===== src/rtl/keypad_pkg.sv =====
// Shared types and constants for the 4x4 keypad scanner.
// The key map is indexed [row][column]; '*' and '#' get the two codes above 'D'.
package keypad_pkg;

    typedef logic [3:0] key_code_t;

    localparam key_code_t KEY_STAR = 4'hE;
    localparam key_code_t KEY_HASH = 4'hF;

    typedef enum logic [1:0] {
        StScan,
        StDebounce,
        StHeld,
        StRelease
    } scan_state_t;

    localparam key_code_t KEY_MAP [4][4] = '{
        '{4'h1,     4'h2, 4'h3,     4'hA},
        '{4'h4,     4'h5, 4'h6,     4'hB},
        '{4'h7,     4'h8, 4'h9,     4'hC},
        '{KEY_STAR, 4'h0, KEY_HASH, 4'hD}
    };

    // True when exactly one row line is pulled low.
    function automatic logic single_low(input logic [3:0] lin);
        return ($countones(~lin) == 1);
    endfunction

    // Index of the low row; only meaningful when single_low() holds.
    function automatic logic [1:0] low_index(input logic [3:0] lin);
        logic [1:0] idx;
        idx = 2'd0;
        for (int i = 3; i >= 0; i--) begin
            if (!lin[i]) idx = 2'(i);
        end
        return idx;
    endfunction

endpackage


===== src/rtl/sync_2ff.sv =====
// Two-flop synchronizer for asynchronous level inputs, with a selectable reset value.
module sync_2ff #(
    parameter int unsigned     WIDTH       = 1,
    parameter logic [WIDTH-1:0] RESET_VALUE = '0
) (
    input  logic             i_clk,
    input  logic             i_rst,
    input  logic [WIDTH-1:0] i_d,
    output logic [WIDTH-1:0] o_q
);

    logic [WIDTH-1:0] r_meta;
    logic [WIDTH-1:0] r_sync;

    always_ff @(posedge i_clk or posedge i_rst) begin
        if (i_rst) begin
            r_meta <= RESET_VALUE;
            r_sync <= RESET_VALUE;
        end else begin
            r_meta <= i_d;
            r_sync <= r_meta;
        end
    end

    assign o_q = r_sync;

endmodule


===== src/rtl/matricial_scanner.sv =====
// 4x4 matrix keypad scanner: rotates an active-low column strobe, debounces a single
// pressed key, reports it once with a one-cycle valid pulse and tracks its release.
module matricial_scanner
    import keypad_pkg::*;
#(
    parameter int unsigned SCAN_CYCLES     = 4,
    parameter int unsigned DEBOUNCE_CYCLES = 20
) (
    input  logic      clk,
    input  logic      rst,
    output logic [3:0] matricial_col,
    input  logic [3:0] matricial_lin,
    output key_code_t key_code,
    output logic      key_valid,
    output logic      key_pressed
);

    localparam int unsigned SCAN_W = (SCAN_CYCLES > 1) ? $clog2(SCAN_CYCLES) : 1;
    localparam int unsigned DB_W   = $clog2(DEBOUNCE_CYCLES + 1);

    localparam logic [SCAN_W-1:0] SCAN_LAST = SCAN_W'(SCAN_CYCLES - 1);
    localparam logic [DB_W-1:0]   DB_MAX    = DB_W'(DEBOUNCE_CYCLES);

    logic [3:0]        w_lin_s;
    logic              w_one_low;
    logic [1:0]        w_low_idx;
    logic              w_pat_ok;
    logic              w_row_hi;
    logic [DB_W-1:0]   w_db_inc;
    logic [3:0]        w_col_oh_next;

    scan_state_t       r_state;
    logic [1:0]        r_col;
    logic [3:0]        r_col_oh;
    logic [1:0]        r_row;
    logic [SCAN_W-1:0] r_scan_cnt;
    logic [DB_W-1:0]   r_db_cnt;
    key_code_t         r_key_code;
    logic              r_key_valid;
    logic              r_key_pressed;

    sync_2ff #(
        .WIDTH       (4),
        .RESET_VALUE (4'b1111)
    ) u_sync_lin (
        .i_clk (clk),
        .i_rst (rst),
        .i_d   (matricial_lin),
        .o_q   (w_lin_s)
    );

    assign w_one_low     = single_low(w_lin_s);
    assign w_low_idx     = low_index(w_lin_s);
    assign w_pat_ok      = (w_lin_s == ~(4'b0001 << r_row));
    assign w_row_hi      = w_lin_s[r_row];
    assign w_col_oh_next = {r_col_oh[2:0], r_col_oh[3]};

    // Saturating increment: the counter parks at DB_MAX instead of wrapping.
    assign w_db_inc = (r_db_cnt == DB_MAX) ? r_db_cnt : r_db_cnt + DB_W'(1);

    always_ff @(posedge clk or posedge rst) begin
        if (rst) begin
            r_state       <= StScan;
            r_col         <= 2'd0;
            r_col_oh      <= 4'b1110;
            r_row         <= 2'd0;
            r_scan_cnt    <= '0;
            r_db_cnt      <= '0;
            r_key_code    <= 4'h0;
            r_key_valid   <= 1'b0;
            r_key_pressed <= 1'b0;
        end else begin
            r_key_valid <= 1'b0;
            unique case (r_state)
                StScan: begin
                    if (r_scan_cnt == SCAN_LAST) begin
                        r_scan_cnt <= '0;
                        if (w_one_low) begin
                            r_row    <= w_low_idx;
                            r_db_cnt <= '0;
                            r_state  <= StDebounce;
                        end else begin
                            r_col    <= r_col + 2'd1;
                            r_col_oh <= w_col_oh_next;
                        end
                    end else begin
                        r_scan_cnt <= r_scan_cnt + SCAN_W'(1);
                    end
                end
                StDebounce: begin
                    if (!w_pat_ok) begin
                        r_db_cnt   <= '0;
                        r_scan_cnt <= '0;
                        r_col      <= r_col + 2'd1;
                        r_col_oh   <= w_col_oh_next;
                        r_state    <= StScan;
                    end else if (w_db_inc == DB_MAX) begin
                        r_key_code    <= KEY_MAP[r_row][r_col];
                        r_key_valid   <= 1'b1;
                        r_key_pressed <= 1'b1;
                        r_db_cnt      <= '0;
                        r_state       <= StHeld;
                    end else begin
                        r_db_cnt <= w_db_inc;
                    end
                end
                StHeld: begin
                    // Only the latched row matters; other keys on this column are ignored.
                    if (w_row_hi) begin
                        r_db_cnt <= '0;
                        r_state  <= StRelease;
                    end
                end
                StRelease: begin
                    if (!w_row_hi) begin
                        r_db_cnt <= '0;
                        r_state  <= StHeld;
                    end else if (w_db_inc == DB_MAX) begin
                        r_key_pressed <= 1'b0;
                        r_db_cnt      <= '0;
                        r_scan_cnt    <= '0;
                        r_col         <= r_col + 2'd1;
                        r_col_oh      <= w_col_oh_next;
                        r_state       <= StScan;
                    end else begin
                        r_db_cnt <= w_db_inc;
                    end
                end
                default: r_state <= StScan;
            endcase
        end
    end

    assign matricial_col = r_col_oh;
    assign key_code      = r_key_code;
    assign key_valid     = r_key_valid;
    assign key_pressed   = r_key_pressed;

endmodule


===== config.mk =====
export PLATFORM = sky130hd
export DESIGN_NAME = matricial_scanner
export DESIGN_NICKNAME = d
export VERILOG_FILES = /design/src/rtl/keypad_pkg.sv /design/src/rtl/sync_2ff.sv /design/src/rtl/matricial_scanner.sv
export SDC_FILE = /design/constraint.sdc
export NUM_CORES = 1
export LEC_CHECK = 0
export ABC_AREA = 1
export BUFFER_PORTS_ARGS = -buffer_cell sky130_fd_sc_hd__buf_2
export CAP_MARGIN = 20
export CORE_ASPECT_RATIO = 0.5
export CORE_MARGIN = 2
export CORE_UTILIZATION = 45
export CTS_BUF_LIST = sky130_fd_sc_hd__clkbuf_16
export CTS_CLUSTER_SIZE = 30
export DETAILED_ROUTE_END_ITERATION = 6
export GPL_TIMING_DRIVEN = 1
export HOLD_SLACK_MARGIN = 0.1
export PLACE_DENSITY = 0.66
export REMOVE_ABC_BUFFERS = 1
export SETUP_SLACK_MARGIN = 0.1
export SLEW_MARGIN = 0
export SYNTH_ARGS = -nofsm -noshare
export SYNTH_HDL_FRONTEND = slang
export SYNTH_SLANG_ARGS = --single-unit

===== constraint.sdc =====
create_clock -name clk -period 2.1 [get_ports clk]
set_input_delay 0.105 -clock clk [delete_from_list [all_inputs] [get_ports clk]]
set_output_delay 0.105 -clock clk [all_outputs]
set_load 0.02 [all_outputs]

**After elaboration in Yosys (flattened, before gate mapping)**

Index checks and enable logic that the tools add are counted.

- Flip-flop bits (word level): 31
- Bits of input ports: 6
- Output and inout bits: 10
- Logic and storage cells: 106

- Add/sub/neg operators: 6
- $lt $le $gt $ge: 3
- Equal/unequal tests: 19
- Shift-type cells: 1
- Mux-type cells: 52
- Bitwise gates (word level): 4
- Reduce and logical (&&, ||, !) cells: 10

Operator list:

| operator | count |
|---|---|
| $mux 2 | 19 |
| $mux 5 | 7 |
| $bmux 16 s2 | 1 |
| $mux 16 | 2 |
| $mux 4 | 7 |
| $pmux 5 s4 | 1 |
| $ne 2x2->1 const B | 9 |
| $pmux 2 s3 | 2 |
| $pmux 4 s3 | 1 |
| $eq 5x5->1 const B | 2 |
| $reduce_and 5->1 | 2 |
| $reduce_and 3->1 | 3 |
| $bmux 4 s2 | 1 |
| $mux 1 | 8 |
| $not 4->4 | 2 |
| $pmux 2 s4 | 1 |
| $eq 2x2->1 const B | 3 |
| $ge 3x3->1 const B | 2 |
| $ne 3x3->1 const B | 2 |
| $not 2->3 | 2 |
| $reduce_and 6->1 | 1 |
| $add 5x1->5 const B | 1 |
| $add 1x1->2 | 2 |
| $add 2x1->2 const B | 2 |
| 12 further kinds | 12 |

**Logic depth before layout (Yosys ltp)**

- Word-level depth: 7
- Mapped depth: 14
- Mapped depth without buffers: 14

**Cells and area by module**

A second synthesis with hierarchy kept.

- Cells, all modules: 212
- Area, all modules: 1722.9 um^2

By module, submodules not included:

| module | instances | cells an instance | area each (um^2) | seq. area each (um^2) |
|---|---|---|---|---|
| matricial_scanner | 1 | 203 | 1508.9 | 579.3 |
| sync_2ff | 1 | 9 | 214.0 | 210.2 |

**Least setup slack after synthesis**

No wires, ideal clock.

- Kind: flip-flop to flip-flop
- Start point: register u_sync_lin.r_sync[0] (netlist: u_sync_lin.o_q[0])
- End point: register r_state[1]
- Library setup time: 0.117 ns
- Arrival: 2.142 ns
- Data required time: 1.983 ns
- Setup slack: -0.159 ns
- Cell stages (with the launch flop): 11
- Path buffers: 0
- Clock period less this slack: 2.259 ns
- Cell sequence: dfstp_2 > inv_2 > fa_1 > ha_1 > ha_1 > nand3b_1 > nor2_1 > o21ai_0 > inv_1 > nand3b_1 > nand2_1

- Cells in the longest elaborated chain, start to end: 6
- Elaborated cells between the ends (all ways): 15
- Those cells by class: add/sub (2); eq/ne (6); mux (5); bitwise (1); reduce/logical (1)

RTL lines:

| element | RTL line | RTL |
|---|---|---|
| start, declared | sync_2ff.sv:13 | `logic [WIDTH-1:0] r_sync;` |
| start signal, assigned | sync_2ff.sv:21 | `r_sync <= r_meta;` |
| $not 4->4 | keypad_pkg.sv:26 | `return ($countones(~lin) == 1);` |
| $add 1x1->2 (not written as such) | keypad_pkg.sv:26 |  |
| $add 2x2->3 (not written as such) | keypad_pkg.sv:26 |  |
| $eq 3x1->1 | keypad_pkg.sv:26 |  |
| $ne 2x2->1 (no source line) | n/a |  |
| $reduce_and 5->1 (no source line) | n/a |  |
| end signal, assigned | matricial_scanner.sv:63 | `r_state <= StScan;` |
| end signal, assigned | matricial_scanner.sv:81 | `r_state <= StDebounce;` |
| end signal, assigned | matricial_scanner.sv:96 | `r_state <= StScan;` |
| end, declared | matricial_scanner.sv:32 | `scan_state_t r_state;` |

Several ways; a longest one is shown, not always the timed one. The select of a mux whose other input is x is not followed.
A chain may end at the register's enable or synchronous reset.

**Final worst setup path**

- Start point: register u_sync_lin.r_sync[0] (netlist: u_sync_lin.o_q[0])
- End point: register r_db_cnt[0]

- Cells in the longest elaborated chain, start to end: 6
- Elaborated cells between the ends (all ways): 13
- Those cells by class: add/sub (2); eq/ne (4); mux (5); bitwise (1); reduce/logical (1)

RTL lines:

| element | RTL line | RTL |
|---|---|---|
| $not 4->4 | keypad_pkg.sv:26 |  |
| $add 1x1->2 (not written as such) | keypad_pkg.sv:26 |  |
| $add 2x2->3 (not written as such) | keypad_pkg.sv:26 |  |
| $eq 3x1->1 | keypad_pkg.sv:26 |  |
| $ne 2x2->1 (no source line) | n/a |  |
| $reduce_and 3->1 (no source line) | n/a |  |
| end signal, assigned | matricial_scanner.sv:104 | `r_db_cnt <= w_db_inc;` |
| end signal, assigned | matricial_scanner.sv:126 | `r_db_cnt <= w_db_inc;` |
| end, declared | matricial_scanner.sv:37 | `logic [DB_W-1:0] r_db_cnt;` |

Several ways; a longest one is shown, not always the timed one. The select of a mux whose other input is x is not followed.

==> impl_metrics.py <==
metrics = {
    "worst_setup_path": {
        "worstPathCellList": "inv_2 > fa_1 > ha_2 > ha_1 > nand3b_1 > nor2_1 > o21ai_2 > inv_2 > buf_4 > o21ai_0",
        "critical_path_arrival_ns": 2.50,
        "critical-path-max-stage-delay_ns": 0.54,
        "critical_path_class": "flip-flop to flip-flop",
        "worstPathMaxFanout": 5,
        "cp-end-kind": "flip-flop",
        "path_delay_family": "adder cells",
        "crit_buf_inv": 3,
        "crit_required_ns": 2.25,
        "critPathMostFrequentCell": "inv_2",
        "crit_slowest_cell": "dfstp_2",
        "cp-start-kind": "flip-flop",
    },
    "die": {
        "placementRows": 16,
        "dieArea_um2": 4520,
        "core_area_um2": 3860,
        "die_h_um": 48.5,
        "io_pins": 16,
        "initial_core_util_pct": 46.2,
        "die_x_um": 93.1,
    },
    "layout": {
        "syn2layout_area_growth_pct": 25.4,
        "num-fill-cells": 345,
        "drive_gt1_share_pct": 36.3,
        "nNetsFinal": 259,
        "diodes": 0,
    },
    "flow_run": {
        "maxCapViolations": 0,
    },
    "status": {
        "status": "complete, but fails checks",
        "violations": "setup timing",
    },
    "yosys": {
        "seq_area_frac_synth_pct": 44.2,
        "ys_ff_latch": 31,
        "synth_top_family_by_area": "simple AND/OR/NAND/NOR gates",
        "postSynthAreaPerCell_um2": 8.54,
        "netlist_instances": 209,
        "synthSimpleGateAreaFrac_pct": 33.5,
        "synth.distinct_cells": 34,
        "netlist_area_um2": 1790,
        "yosys.area_share.adder_pct": 4.63,
        "muxShareOfSynthArea_pct": 0,
        "synth_compound_gate_area_share_pct": 9.04,
        "synthXorXnorAreaFrac_pct": 0.491,
        "yosysWarnings": 0,
    },
    "detailed_routing": {
        "first_pass_iters": 5,
        "viasPerCell": 4.68,
        "drcViolationCount": 0,
        "route.detailed.wl_per_inst_um": 11.3,
        "drtIter0Drc": 79,
        "wirelength_um": 3400,
        "ant_nets": 0,
        "via_count": 1412,
    },
    "timing": {
        "finalCritPeriodShare_pct": 112,
        "hold_slack_ns": 0.355,
        "max_slew_margin_pct": 73.4,
        "hold_viol_final": 0,
        "fin_crit_ns": 2.35,
        "maxSlewViolCount": 0,
        "setup_tns_ns": -3.19,
        "rsz0062_at_grt": "true",
        "worst_pin_slew_ns": 0.399,
        "setup_violations": 15,
        "max_freq_mhz": 426,
        "worst_slack_ns": -0.250,
        "finClkSkew_ns": 0.00608,
    },
    "clock_network": {
        "htreeDepth": 2,
        "clkLatencyLatePin_ns": 0.27,
        "cts_root_buf": "clkbuf_16",
        "numCtsBuffers": 5,
        "cts_tree": "done",
        "clkTransAtPathRegs_ns": 0.05,
        "cts.sinks": 31,
        "clk_path_buf_depth": 2,
    },
    "pwr": {
        "ir_worst_vdd_uv": 368,
        "p_leak_nw": 1.15,
        "power_per_cell_area_nw_per_um2": 1090,
    },
    "global_routing": {
        "grt_max_degree": 32,
        "antenna_found_initial": 0,
        "grt_pass1_vias": 1310,
        "grt_first_pass_wirelength_um": 6030,
        "overflow": 0,
        "track_usage_pct": 17.0,
    },
    "placement": {
        "finalWeightedCongestion": 0.872,
        "portBuffers": 15,
        "dp_hpwl_um": 2430,
    },
    "worst_hold_path": {
        "hp-class": "flip-flop to flip-flop",
    },
}
-- stage by stage --
stage                     std cells  setup WS [ns]  cell area, um2  util [%]  total power [mW]
after floorplan                 207         -0.159            1770         -              1.48
after global placement          285         -0.257            1980      51.2              1.65
final                           302         -0.250            2240      58.0              2.45
after global routing            302         -0.341            2240      58.0              2.63
after CTS                       299         -0.238            2190      56.8              2.39
after detailed placement        285         -0.278            1980      51.2              1.67
-- worst reg2reg max path: stages (launching register included) --
cell and delay (ns):
dfstp_2 0.54, inv_2 0.05, fa_1 0.48, ha_2 0.19, ha_1 0.25, nand3b_1 0.24
nor2_1 0.16, o21ai_2 0.08, inv_2 0.09, buf_4 0.11, o21ai_0 0.06
-- layer usage --
| layer | routed length (um) | vias up | GRT usage (%) | share of wire [%] |
|---|---|---|---|---|
| met1 | 1710 | 640 | 24.9 | 50 |
| met4 | 24 | 0 | 3.92 | 0.71 |
| met3 | 103 | 2 | 5.30 | 3.0 |
| met2 | 1570 | 22 | 24.5 | 46 |
| li1 | - | 748 | - | - |
| met5 | 0 | - | 0 | 0 |
-- final timing paths --
path	from	end	slack (ns)	cells after the start
setup / recovery	u_sync_lin.o_q[0]	r_db_cnt[0]	-0.25	10
hold / removal	u_sync_lin.r_meta[1]	u_sync_lin.o_q[1]	0.36	0
setup reg to reg	u_sync_lin.o_q[0]	r_db_cnt[0]	-0.25	10
hold reg to reg	u_sync_lin.r_meta[1]	u_sync_lin.o_q[1]	0.36	0
max in group asynchronous	rst	u_sync_lin.o_q[1]	1.31	4
min in group asynchronous	rst	r_scan_cnt[1]	0.45	4
-- synth_stat cells, drive strengths merged --
cell type	count	area (um2)
o22ai	1	6.26
buf	2	18.8
fa	1	20.0
nor2	19	124
nand3	12	97.6
nand2	69	305
xor2	1	8.76
o31ai	1	7.51
dfstp	11	289
a21oi	3	18.8
o21ai	18	105
dfrtp	20	500
o211ai	2	15.0
nand4	7	43.8
o2111ai	1	8.76
inv	30	118
clkinv	2	8.75
nand3b	3	22.5
ha	5	62.6
nor3	1	5.00
-- logic make-up after synthesis --
group                    Yosys count
XOR/XNOR                           1
AO/OA/AOI/OAI                     26
flip-flops                        31
AND/OR/NAND/NOR                  111
adder cells (fa/ha/maj)            6
buffers and inverters             34
-- layout by cell type, fill, tap and decap left out --
master / synthesis / final
o2111ai_2: 0 / 1
nand3_4: 3 / 3
o21ai_2: 4 / 6
o21ai_0: 11 / 5
clkinv_2: 1 / 2
ha_2: 0 / 1
a21oi_2: 1 / 2
nand4_1: 7 / 7
nand3b_1: 3 / 3
nand3_1: 9 / 8
nand2_1: 60 / 55
inv_1: 24 / 24
nand2_4: 2 / 2
fa_1: 1 / 1
buf_2: 0 / 15
nand3_2: 0 / 1
nor2_2: 2 / 3
o22ai_1: 1 / 1
inv_4: 2 / 2
o211ai_1: 2 / 2
o31ai_1: 1 / 1
nand2_8: 1 / 1
nor2_1: 13 / 12
nor2_4: 2 / 2
clkinv_1: 1 / 1
inv_2: 4 / 6
dfstp_2: 11 / 11
nor2_8: 2 / 2
dlygate4sd3_1: 0 / 5
clkbuf_16: 0 / 5
a21oi_1: 2 / 1
buf_4: 1 / 13
nand2_2: 6 / 11
nor3_2: 0 / 1
dfrtp_1: 20 / 20
o21ai_1: 3 / 7
ha_1: 5 / 4
xor2_1: 1 / 1
-- what timing repair did --
action,CTS,global route
hold buffers,5,0
pin swaps,5,2
setup endpoints to repair,15,15
setup buffers,1,3
endpoints found under the hold margin,24,0
gates resized for setup,10,11
-- state kept, by name, indices dropped and copies added, names as in the netlist --
register / flops
key_code: 4
r_state: 2
r_db_cnt: 5
r_col: 2
u_sync_lin.r_meta: 4
key_pressed: 1
r_row: 2
u_sync_lin.o_q: 4
r_scan_cnt: 2
matricial_col: 4
key_valid: 1
-- power by group --
group	internal [mW]	switching (mW)	leakage, nW	total (mW)
Combinational	0.376	0.594	0.692	0.970
Clock	0.426	0.235	0.0762	0.662
Sequential	0.694	0.121	0.384	0.815
-- final cells by class --
type / count / area, um2 / area share, %
Inverter: 32 / 126 / 5.64
Multi-Input combinational cell: 144 / 896 / 40.0
Sequential cell: 31 / 790 / 35.3
Clock inverter: 3 / 12.5 / 0.559
Clock buffer: 5 / 125 / 5.59
Tap cell: 54 / 67.6 / 3.02
Timing Repair Buffer: 33 / 223 / 9.94
Power figures use the tool's default switching activity.
